===== src/rtl/rf_pkg.sv =====
// Shared definitions for the general-purpose register file and its scoreboard.
//   - Default DATA_W / ADDR_W / NUM_RD / NUM_WR values
//   - REG_ZERO: the hard-wired zero register address
//   - slice_lo(): base bit of port k inside a flattened multi-port bus
package rf_pkg;

  localparam int DATA_W_DEF = 32;
  localparam int ADDR_W_DEF = 5;
  localparam int NUM_RD_DEF = 2;
  localparam int NUM_WR_DEF = 1;

  localparam logic [4:0] REG_ZERO = 5'd0;

  // Port k of a flattened bus whose ports are 'width' bits wide starts at bit k*width.
  function automatic int slice_lo(input int port, input int width);
    return port * width;
  endfunction

endpackage


===== src/rtl/rf_scoreboard.sv =====
// Busy-bit scoreboard for the register file.
//   clk, reset          : clock, asynchronous active-high reset
//   iss_en, iss_addr    : mark a destination register busy
//   flush               : clear every busy bit (highest priority)
//   wr_en, wr_addr      : writeback ports; a write clears the busy bit of its target
//   busy                : one busy bit per register (bit 0 is always 0)
//   busy_cnt            : popcount of busy, registered (lags busy by one cycle)
module rf_scoreboard
  import rf_pkg::*;
#(
  parameter int ADDR_W = ADDR_W_DEF,
  parameter int NUM_WR = NUM_WR_DEF
) (
  input  logic                     clk,
  input  logic                     reset,
  input  logic                     iss_en,
  input  logic [ADDR_W-1:0]        iss_addr,
  input  logic                     flush,
  input  logic [NUM_WR-1:0]        wr_en,
  input  logic [NUM_WR*ADDR_W-1:0] wr_addr,
  output logic [(2**ADDR_W)-1:0]   busy,
  output logic [ADDR_W:0]          busy_cnt
);

  localparam int DEPTH = 2**ADDR_W;

  logic [DEPTH-1:0] r_busy;
  logic [DEPTH-1:0] w_busy_next;
  logic [ADDR_W:0]  r_busy_cnt;
  logic [ADDR_W:0]  w_pop;

  // Register 0 is never busy: its next state is tied low.
  assign w_busy_next[0] = 1'b0;

  generate
    for (genvar gi = 1; gi < DEPTH; gi++) begin : g_busy
      logic w_wr_hit;

      always_comb begin
        w_wr_hit = 1'b0;
        for (int j = 0; j < NUM_WR; j++) begin
          if (wr_en[j] && (wr_addr[slice_lo(j, ADDR_W) +: ADDR_W] == ADDR_W'(gi))) begin
            w_wr_hit = 1'b1;
          end
        end
      end

      // flush > issue > write: a same-cycle issue means a newer producer is
      // still outstanding, so the older writeback must not clear the bit.
      always_comb begin
        w_busy_next[gi] = r_busy[gi];
        if (flush) begin
          w_busy_next[gi] = 1'b0;
        end else if (iss_en && (iss_addr == ADDR_W'(gi))) begin
          w_busy_next[gi] = 1'b1;
        end else if (w_wr_hit) begin
          w_busy_next[gi] = 1'b0;
        end
      end
    end
  endgenerate

  always_comb begin
    w_pop = '0;
    for (int i = 0; i < DEPTH; i++) begin
      w_pop = w_pop + (ADDR_W+1)'(r_busy[i]);
    end
  end

  always_ff @(posedge clk or posedge reset) begin
    if (reset) begin
      r_busy     <= '0;
      r_busy_cnt <= '0;
    end else begin
      r_busy     <= w_busy_next;
      r_busy_cnt <= w_pop;
    end
  end

  assign busy     = r_busy;
  assign busy_cnt = r_busy_cnt;

endmodule


===== src/rtl/gpr_file_sb.sv =====
// Multi-port general-purpose register file with write-to-read bypass and a
// busy-bit scoreboard (decode stage: read ports feed operand fetch, write
// ports come from writeback, the issue port marks pending destinations).
//   clk, reset          : clock, asynchronous active-high reset
//   rd_addr / rd_data   : NUM_RD combinational read ports (register 0 reads 0)
//   rd_ready            : operand valid (addr 0, same-cycle bypass, or not busy)
//   wr_en/addr/data     : NUM_WR write ports, higher index wins on collision
//   wr_pc, wr_instr     : writer identity, only used by the write trace
//   iss_en, iss_addr    : mark a destination busy
//   flush               : clear all busy bits
//   busy_cnt            : registered number of busy registers
// Optional feature: define RF_TRACE_EN to print one line per effective write.
module gpr_file_sb
  import rf_pkg::*;
#(
  parameter int DATA_W = DATA_W_DEF,
  parameter int ADDR_W = ADDR_W_DEF,
  parameter int NUM_RD = NUM_RD_DEF,
  parameter int NUM_WR = NUM_WR_DEF
) (
  input  logic                     clk,
  input  logic                     reset,
  input  logic [NUM_RD*ADDR_W-1:0] rd_addr,
  output logic [NUM_RD*DATA_W-1:0] rd_data,
  output logic [NUM_RD-1:0]        rd_ready,
  input  logic [NUM_WR-1:0]        wr_en,
  input  logic [NUM_WR*ADDR_W-1:0] wr_addr,
  input  logic [NUM_WR*DATA_W-1:0] wr_data,
  input  logic [NUM_WR*32-1:0]     wr_pc,
  input  logic [NUM_WR*32-1:0]     wr_instr,
  input  logic                     iss_en,
  input  logic [ADDR_W-1:0]        iss_addr,
  input  logic                     flush,
  output logic [ADDR_W:0]          busy_cnt
);

  localparam int                DEPTH     = 2**ADDR_W;
  localparam logic [ADDR_W-1:0] ZERO_ADDR = ADDR_W'(REG_ZERO);

  logic [DATA_W-1:0] r_mem [DEPTH];
  logic [ADDR_W-1:0] w_wr_addr [NUM_WR];
  logic [DATA_W-1:0] w_wr_data [NUM_WR];
  logic [DEPTH-1:0]  w_busy;

  generate
    for (genvar gi = 0; gi < NUM_WR; gi++) begin : g_wr_unpack
      assign w_wr_addr[gi] = wr_addr[slice_lo(gi, ADDR_W) +: ADDR_W];
      assign w_wr_data[gi] = wr_data[slice_lo(gi, DATA_W) +: DATA_W];
    end
  endgenerate

  // Ports are applied in ascending order so the highest-index writer's
  // assignment is the one that lands when addresses collide.
  always_ff @(posedge clk or posedge reset) begin
    if (reset) begin
      for (int i = 0; i < DEPTH; i++) begin
        r_mem[i] <= '0;
      end
    end else begin
      for (int j = 0; j < NUM_WR; j++) begin
        if (wr_en[j] && (w_wr_addr[j] != ZERO_ADDR)) begin
          r_mem[w_wr_addr[j]] <= w_wr_data[j];
        end
      end
    end
  end

  generate
    for (genvar gi = 0; gi < NUM_RD; gi++) begin : g_rd
      logic [ADDR_W-1:0] w_addr;
      logic [DATA_W-1:0] w_data;
      logic              w_hit;
      logic              w_zero;

      assign w_addr = rd_addr[slice_lo(gi, ADDR_W) +: ADDR_W];
      assign w_zero = (w_addr == ZERO_ADDR);

      // Array value, overridden by any matching writer; the ascending scan
      // leaves the highest-index match in w_data.
      always_comb begin
        w_data = r_mem[w_addr];
        w_hit  = 1'b0;
        for (int j = 0; j < NUM_WR; j++) begin
          if (wr_en[j] && (w_wr_addr[j] == w_addr)) begin
            w_hit  = 1'b1;
            w_data = w_wr_data[j];
          end
        end
        if (w_zero) begin
          w_data = '0;
        end
      end

      assign rd_data[slice_lo(gi, DATA_W) +: DATA_W] = w_data;
      assign rd_ready[gi] = w_zero | w_hit | ~w_busy[w_addr];
    end
  endgenerate

  rf_scoreboard #(
    .ADDR_W (ADDR_W),
    .NUM_WR (NUM_WR)
  ) u_scoreboard (
    .clk      (clk),
    .reset    (reset),
    .iss_en   (iss_en),
    .iss_addr (iss_addr),
    .flush    (flush),
    .wr_en    (wr_en),
    .wr_addr  (wr_addr),
    .busy     (w_busy),
    .busy_cnt (busy_cnt)
  );

`ifdef RF_TRACE_EN
  // Only the winning port of a collision is reported; writes to $0 are silent.
  always @(posedge clk) begin
    if (!reset) begin
      for (int j = 0; j < NUM_WR; j++) begin
        logic shadowed;
        shadowed = 1'b0;
        for (int k = j + 1; k < NUM_WR; k++) begin
          if (wr_en[k] && (w_wr_addr[k] == w_wr_addr[j])) begin
            shadowed = 1'b1;
          end
        end
        if (wr_en[j] && (w_wr_addr[j] != ZERO_ADDR) && !shadowed) begin
          $display("%h @%h: $%d <= %h", wr_instr[j*32 +: 32], wr_pc[j*32 +: 32],
                   w_wr_addr[j], w_wr_data[j]);
        end
      end
    end
  end
`else
  // Trace-only inputs are kept on the interface but have no function here.
  logic w_unused_trace;
  assign w_unused_trace = ^{wr_pc, wr_instr};
`endif

endmodule


===== config.mk =====
export PLATFORM = sky130hd
export DESIGN_NAME = gpr_file_sb
export DESIGN_NICKNAME = d
export VERILOG_FILES = /design/src/rtl/rf_pkg.sv /design/src/rtl/rf_scoreboard.sv /design/src/rtl/gpr_file_sb.sv
export SDC_FILE = /design/constraint.sdc
export NUM_CORES = 2
export LEC_CHECK = 0
export BUFFER_PORTS_ARGS = -buffer_cell sky130_fd_sc_hd__buf_4
export CORE_ASPECT_RATIO = 1.2
export CORE_UTILIZATION = 48
export CTS_CLUSTER_DIAMETER = 60
export DETAILED_ROUTE_END_ITERATION = 16
export PLACE_DENSITY = 0.6
export SETUP_SLACK_MARGIN = 0.5
export SLEW_MARGIN = 15
export SYNTH_ARGS = -nofsm -noshare
export SYNTH_HDL_FRONTEND = slang
export SYNTH_SLANG_ARGS = --single-unit

===== constraint.sdc =====
create_clock -name clk -period 72 [get_ports clk]
set_input_delay 14.4 -clock clk [delete_from_list [all_inputs] [get_ports clk]]
set_output_delay 14.4 -clock clk [all_outputs]
set_load 0.005 [all_outputs]

# Word level (Yosys, flattened, before mapping)
# Cells that the tools add are included.
[word_totals]
elab_cells = 416
out_inout_bits = 72
regBits = 1061
inputBits = 121
[op_classes]
reduce_logical = 100
magnitude_cmp = 6
n_eq_ne = 64
add_sub_neg = 30
bitwise_logic = 9
mux = 143
[ops]
columns = ["cell", "n"]
rows = [
  ["$bwmux 1024", 1],
  ["$bmux 32 s5", 2],
  ["$mux 32", 9],
  ["$add 6x1->6", 29],
  ["$demux 32 s5", 1],
  ["$eq 5x5->1 const B", 32],
  ["$mux 1", 128],
  ["$reduce_bool 3->1", 31],
  ["$eq 5x4->1 const B", 16],
  ["$logic_and 1x1->1", 66],
  ["$eq 5x3->1 const B", 8],
  ["$eq 5x2->1 const B", 4],
  ["$ge 6x6->1 const B", 3],
  ["$not 5->6", 3],
  ["$lt 5x6->1 const B", 2],
  ["$bmux 1 s5", 2],
  ["$eq 5x1->1 const B", 2],
  ["$eq 5x5->1", 2],
  ["$logic_not 5->1", 2],
  ["$lt 6x1->1 const B", 1],
  ["$reduce_bool 5->1", 1],
  ["$or 1x1->1", 4],
  ["$add 1x1->2", 1],
  ["$not 1->1", 2],
]

# Depth between registers and ports, before layout
[depth]
ltp_word = 30
ltp_mapped = 17
mapped_depth_nobuf = 17

# Hierarchy
# From an unflattened synthesis, not the netlist that was laid out.
[unflattened]
cells_unflattened = 3982
area_unflattened_um2 = 57707.8
[modules_own_cells]
columns = ["mod", "cells_each", "seq_area_each_um2", "instances", "area_per_inst_um2"]
rows = [
  ["gpr_file_sb", 3754, 25624.6, 1, 55351.8],
  ["rf_scoreboard", 228, 925.9, 1, 2356.0],
]

# Worst setup path after synthesis
# No wires, ideal clock.
[synth_path]
path_kind = "input-to-output"
from = "input rd_addr[0]"
to = "output rd_data[0]"
t_arrival_ns = 15.942
required_ns = 57.600
stages = 7
setup_slack_ns = 41.658
n_path_buf = 3
path_cell_list = "buf_6 > buf_6 > buf_2 > mux4_2 > o21ai_0 > nand3_1 > a22o_1"
[synth_between]
elab_chain_len = 6
elab_cells_between_ends = 9
cone_classes = "eq/ne: 1; mux: 5; bitwise: 1; reduce/logical: 2"
[synth_rtl]
columns = ["item", "line_no", "rtl"]
rows = [
  ["from (decl)", "gpr_file_sb.sv:23", "input logic [NUM_RD*ADDR_W-1:0] rd_addr,"],
  ["$not 5->6 (implied by the code)", "gpr_file_sb.sv:81", "w_data = r_mem[w_addr];"],
  ["$bmux 32 s5", "gpr_file_sb.sv:81", ""],
  ["$mux 32 (implied by the code) (2 in a row)", "gpr_file_sb.sv:81", ""],
  ["$mux 32", "gpr_file_sb.sv:84", "if (wr_en[j] && (w_wr_addr[j] == w_addr)) begin"],
  ["$mux 32 *", "gpr_file_sb.sv:89", "if (w_zero) begin"],
  ["to (decl)", "gpr_file_sb.sv:24", "output logic [NUM_RD*DATA_W-1:0] rd_data,"],
]
# Mark *: on every way between the ends. The rest lies on a longest branch, timed or not. The select of a mux whose other input is x is not followed.

# Final worst setup path
[layout_path]
from = "input rd_addr[0]"
to = "output rd_data[14]"
# The elaborated chain is that of the path after synthesis.

==> impl_metrics.csv <==
group,metric,value,unit
status,status,"finished clean",
cts,clockRootBuffer,"clkbuf_16",
power,total_power,1760,uW
cts,cts_resized,0,
place,io_buffers,128,
worst_setup_path,r2r_end,"u_scoreboard.busy_cnt[4]",
synthesis,synth_area_leaders,"dfrtp_1 (46%), mux2_2 (19%), mux4_2 (17%)",
cts,cts_hold_buf,0,
cts,htreeDepth,3,
synthesis,synth.cell_area,58100,sq um
sta,worstMarginPinSlew,1220,ps
sta,final-setup-viol-count,0,
sta,finalCriticalPeriod,33520,ps
route,post-route-drc-count,0,
worst_setup_path,criticalPathCategory,"input pin to output port",
layout,syn2layout_area_growth,9.61,%
cts,clk_pin_slew,60,ps
floorplanning,ios,193,
sta,setup-tns-final,0,ps
grt,grt_pass1_vias,39200,
layout,n_fill_cell,10000,
worst_hold_path,holdPathEnd,"r_mem[994]",
place,place_congestion,0.824,
worst_setup_path,r2r-start,"u_scoreboard.busy[2]",
sta,maxSlewHeadroom,18.4,%
sta,rsz0062_at_grt,"no",
sta,fin_skew,10.0,ps
synthesis,ys_async_sr_fraction,100,%
cts,cts_tree,"built",
sta,layout_setup_ws,38480,ps
synthesis,synth_top_cell_area_share,45.7,%
sta,max_freq,29.8,MHz
synthesis,yosys_warnings,0,
grt,track_usage,31.6,%
layout,drive_gt1_share,46.7,%
route,vias_per_cell,6.78,
cts,cts_sinks,1061,
grt,grt_pass1_wl,280,mm
floorplanning,die_w,320,um
synthesis,synth_cells,4079,
route,drt_iter0_drc,3339,
layout,final_nets,4128,
sta,maxSlewViolCount,0,
worst_hold_path,hold_path.class,"flop to flop",
worst_hold_path,holdCritStartpoint,"r_mem[994]",
floorplanning,fp-row-count,139,
power,p_leak,0.0277,uW
power,powerDensity,27.6,nW/um^2
synthesis,synth_fp_nets,4232,
cts,cts_setup_buffers,0,
synthesis,ys_ff_latch,1061,
synthesis,synthFlopType,"dfrtp_1",
worst_setup_path,crit_path_end_kind,"output port",
flow_run,maxCapViolCount,0,
synthesis,ys_types,68,
floorplanning,core,120000,sq um
cts,cts_buffer_depth,3,
cts,clkLatencyLatePin,730,ps
route,vias,38200,
route,postRouteAntennaNets,0,
synthesis,ys_seq_area_share,45.7,%
cts,cts_buffers,118,
worst_setup_path,cp_data_arrival_time,19120,ps
grt,antenna_found_initial,8,
power,vdd_drop_max,19.1,uV
route,avgRoutedWirePerCell,33.8,um
sta,hold_viol_final,0,
worst_setup_path,cp-start-kind,"input pin",
place,hpwlAfterDp,108,mm
floorplanning,die_area,122000,sq um
grt,grt_max_degree,122,
synthesis,synth_top_area_cell,"dfrtp_1",
worst_setup_path,critPathMaxFanout,56,
synthesis,avgSynthCellArea,14.2,sq um
grt,gr-total-overflow,0,
floorplanning,initial_core_util,48.5,%
route,postRouteWirelength,191,mm
layout,final_util,53.2,%
worst_hold_path,min_path_cells,0,
route,first_pass_iters,6,
floorplanning,die_h,383,um
worst_setup_path,ff2ff_path_depth,16,
sta,fin_crit_sh,46.6,%
worst_setup_path,regToRegSetupSlack,67180,ps
worst_setup_path,cp.required,57600,ps
place,place_ws,38400,ps
synthesis,synth_edf_count,0,
-- synth_stat cells (9+ instances only) --
cell type	number
dfrtp_1	1061
mux2_2	995
mux4_2	436
clkbuf_1	196
mux2i_1	180
buf_2	121
nand2_1	100
nor2_1	96
a22oi_1	71
o22ai_1	68
o21ai_0	66
buf_4	60
inv_1	51
a221oi_1	50
a21oi_1	46
a211oi_1	45
nand3_1	43
a22o_1	38
buf_6	32
buf_1	27
nor3_1	24
nor4_1	24
fa_1	23
and2_1	22
nand2b_1	20
nor2b_1	18
o211ai_1	15
mux4_1	11
a31oi_1	10
and3_1	10
a2bb2oi_1	9
buf_8	9
ha_1	9
o21ai_1	9
xnor2_1	9
-- routing by layer --
| metal | track usage [%] | up-vias | part of all wire (%) |
|---|---|---|---|
| li1 | - | 15400 | - |
| met1 | 41.5 | 20600 | 40 |
| met2 | 51.0 | 1630 | 48 |
| met3 | 4.92 | 455 | 6.7 |
| met4 | 16.2 | 12 | 5.5 |
| met5 | 0 | - | 0.039 |
-- through the flow --
stage	hold slack, ps	instance area, sq um	cells
floorplan	438	58100	4079
global placement	374	59700	5406
detailed placement	383	59700	5406
CTS	396	63700	5629
global route	407	63700	5630
finish	394	63700	5632
-- power breakdown --
part	leakage, uW	switching (uW)	internal [uW]	total [uW]
registers	0.0136	78.3	706	785
logic	0.0121	140	202	342
clock network	0.00198	260	372	632
-- worst max-delay path, cell delays in order --
cell and delay [ps]:
buf_8 490, buf_4 710, buf_4 820, buf_4 930, mux4_2 600, mux2_2 280
a21oi_1 130, o21ai_0 340, buf_4 290
-- area by class of cell --
type	count	area (sq um)	area share, %
multi-input combinational	2515	29200	45.9
sequential	1061	26600	41.7
clock buffer	171	3420	5.36
tap	1551	1940	3.05
timing repair buffer	223	1720	2.70
clock inverter	52	618	0.970
inverter	56	219	0.344
antenna	3	7.51	0.0118
-- flip-flops by register name (all words and copies together), names as in the netlist --
name and cells:
u_scoreboard.busy_cnt 6, r_mem 1024, u_scoreboard.busy 31
-- cells in the final DEF, fill, tap and decap left out, types with 19 or more instances in the layout --
cell	instances
a211oi_1	45
a21oi_1	46
a221oi_1	50
a22o_1	38
a22oi_1	71
and2_1	20
buf_4	217
clkbuf_1	30
clkbuf_16	121
clkbuf_8	20
clkinv_2	24
dfrtp_1	1061
fa_1	23
inv_1	49
mux2_2	995
mux2i_1	180
mux4_2	436
nand2_1	88
nand2b_1	19
nand3_1	37
nor2_1	82
nor3_1	24
nor4_1	24
o21ai_0	66
o22ai_1	68
-- worst max-delay path by stage --
stage | start | endpoint | slack (ps) | depth (start not counted)
floorplan | reset | r_mem[0] | 27730 | 1
global placement | rd_addr[0] | rd_data[14] | 38360 | 9
detailed placement | rd_addr[0] | rd_data[14] | 38400 | 9
CTS | rd_addr[0] | rd_data[14] | 38400 | 9
global route | rd_addr[0] | rd_data[14] | 38070 | 10
finish | rd_addr[0] | rd_data[14] | 38480 | 9
-- cell families after synthesis --
kind of cell               share of synthesized area [%]
AOI/OAI and AO/OA                                   5.60
DFF                                                 45.7
muxes                                               39.8
buffers and inverters                               4.54
and+or+nand+nor                                     3.21
adders and majority gates                          0.986
xor gates and xnor gates                           0.196
Note: power is estimated with default switching activity, not from simulation.
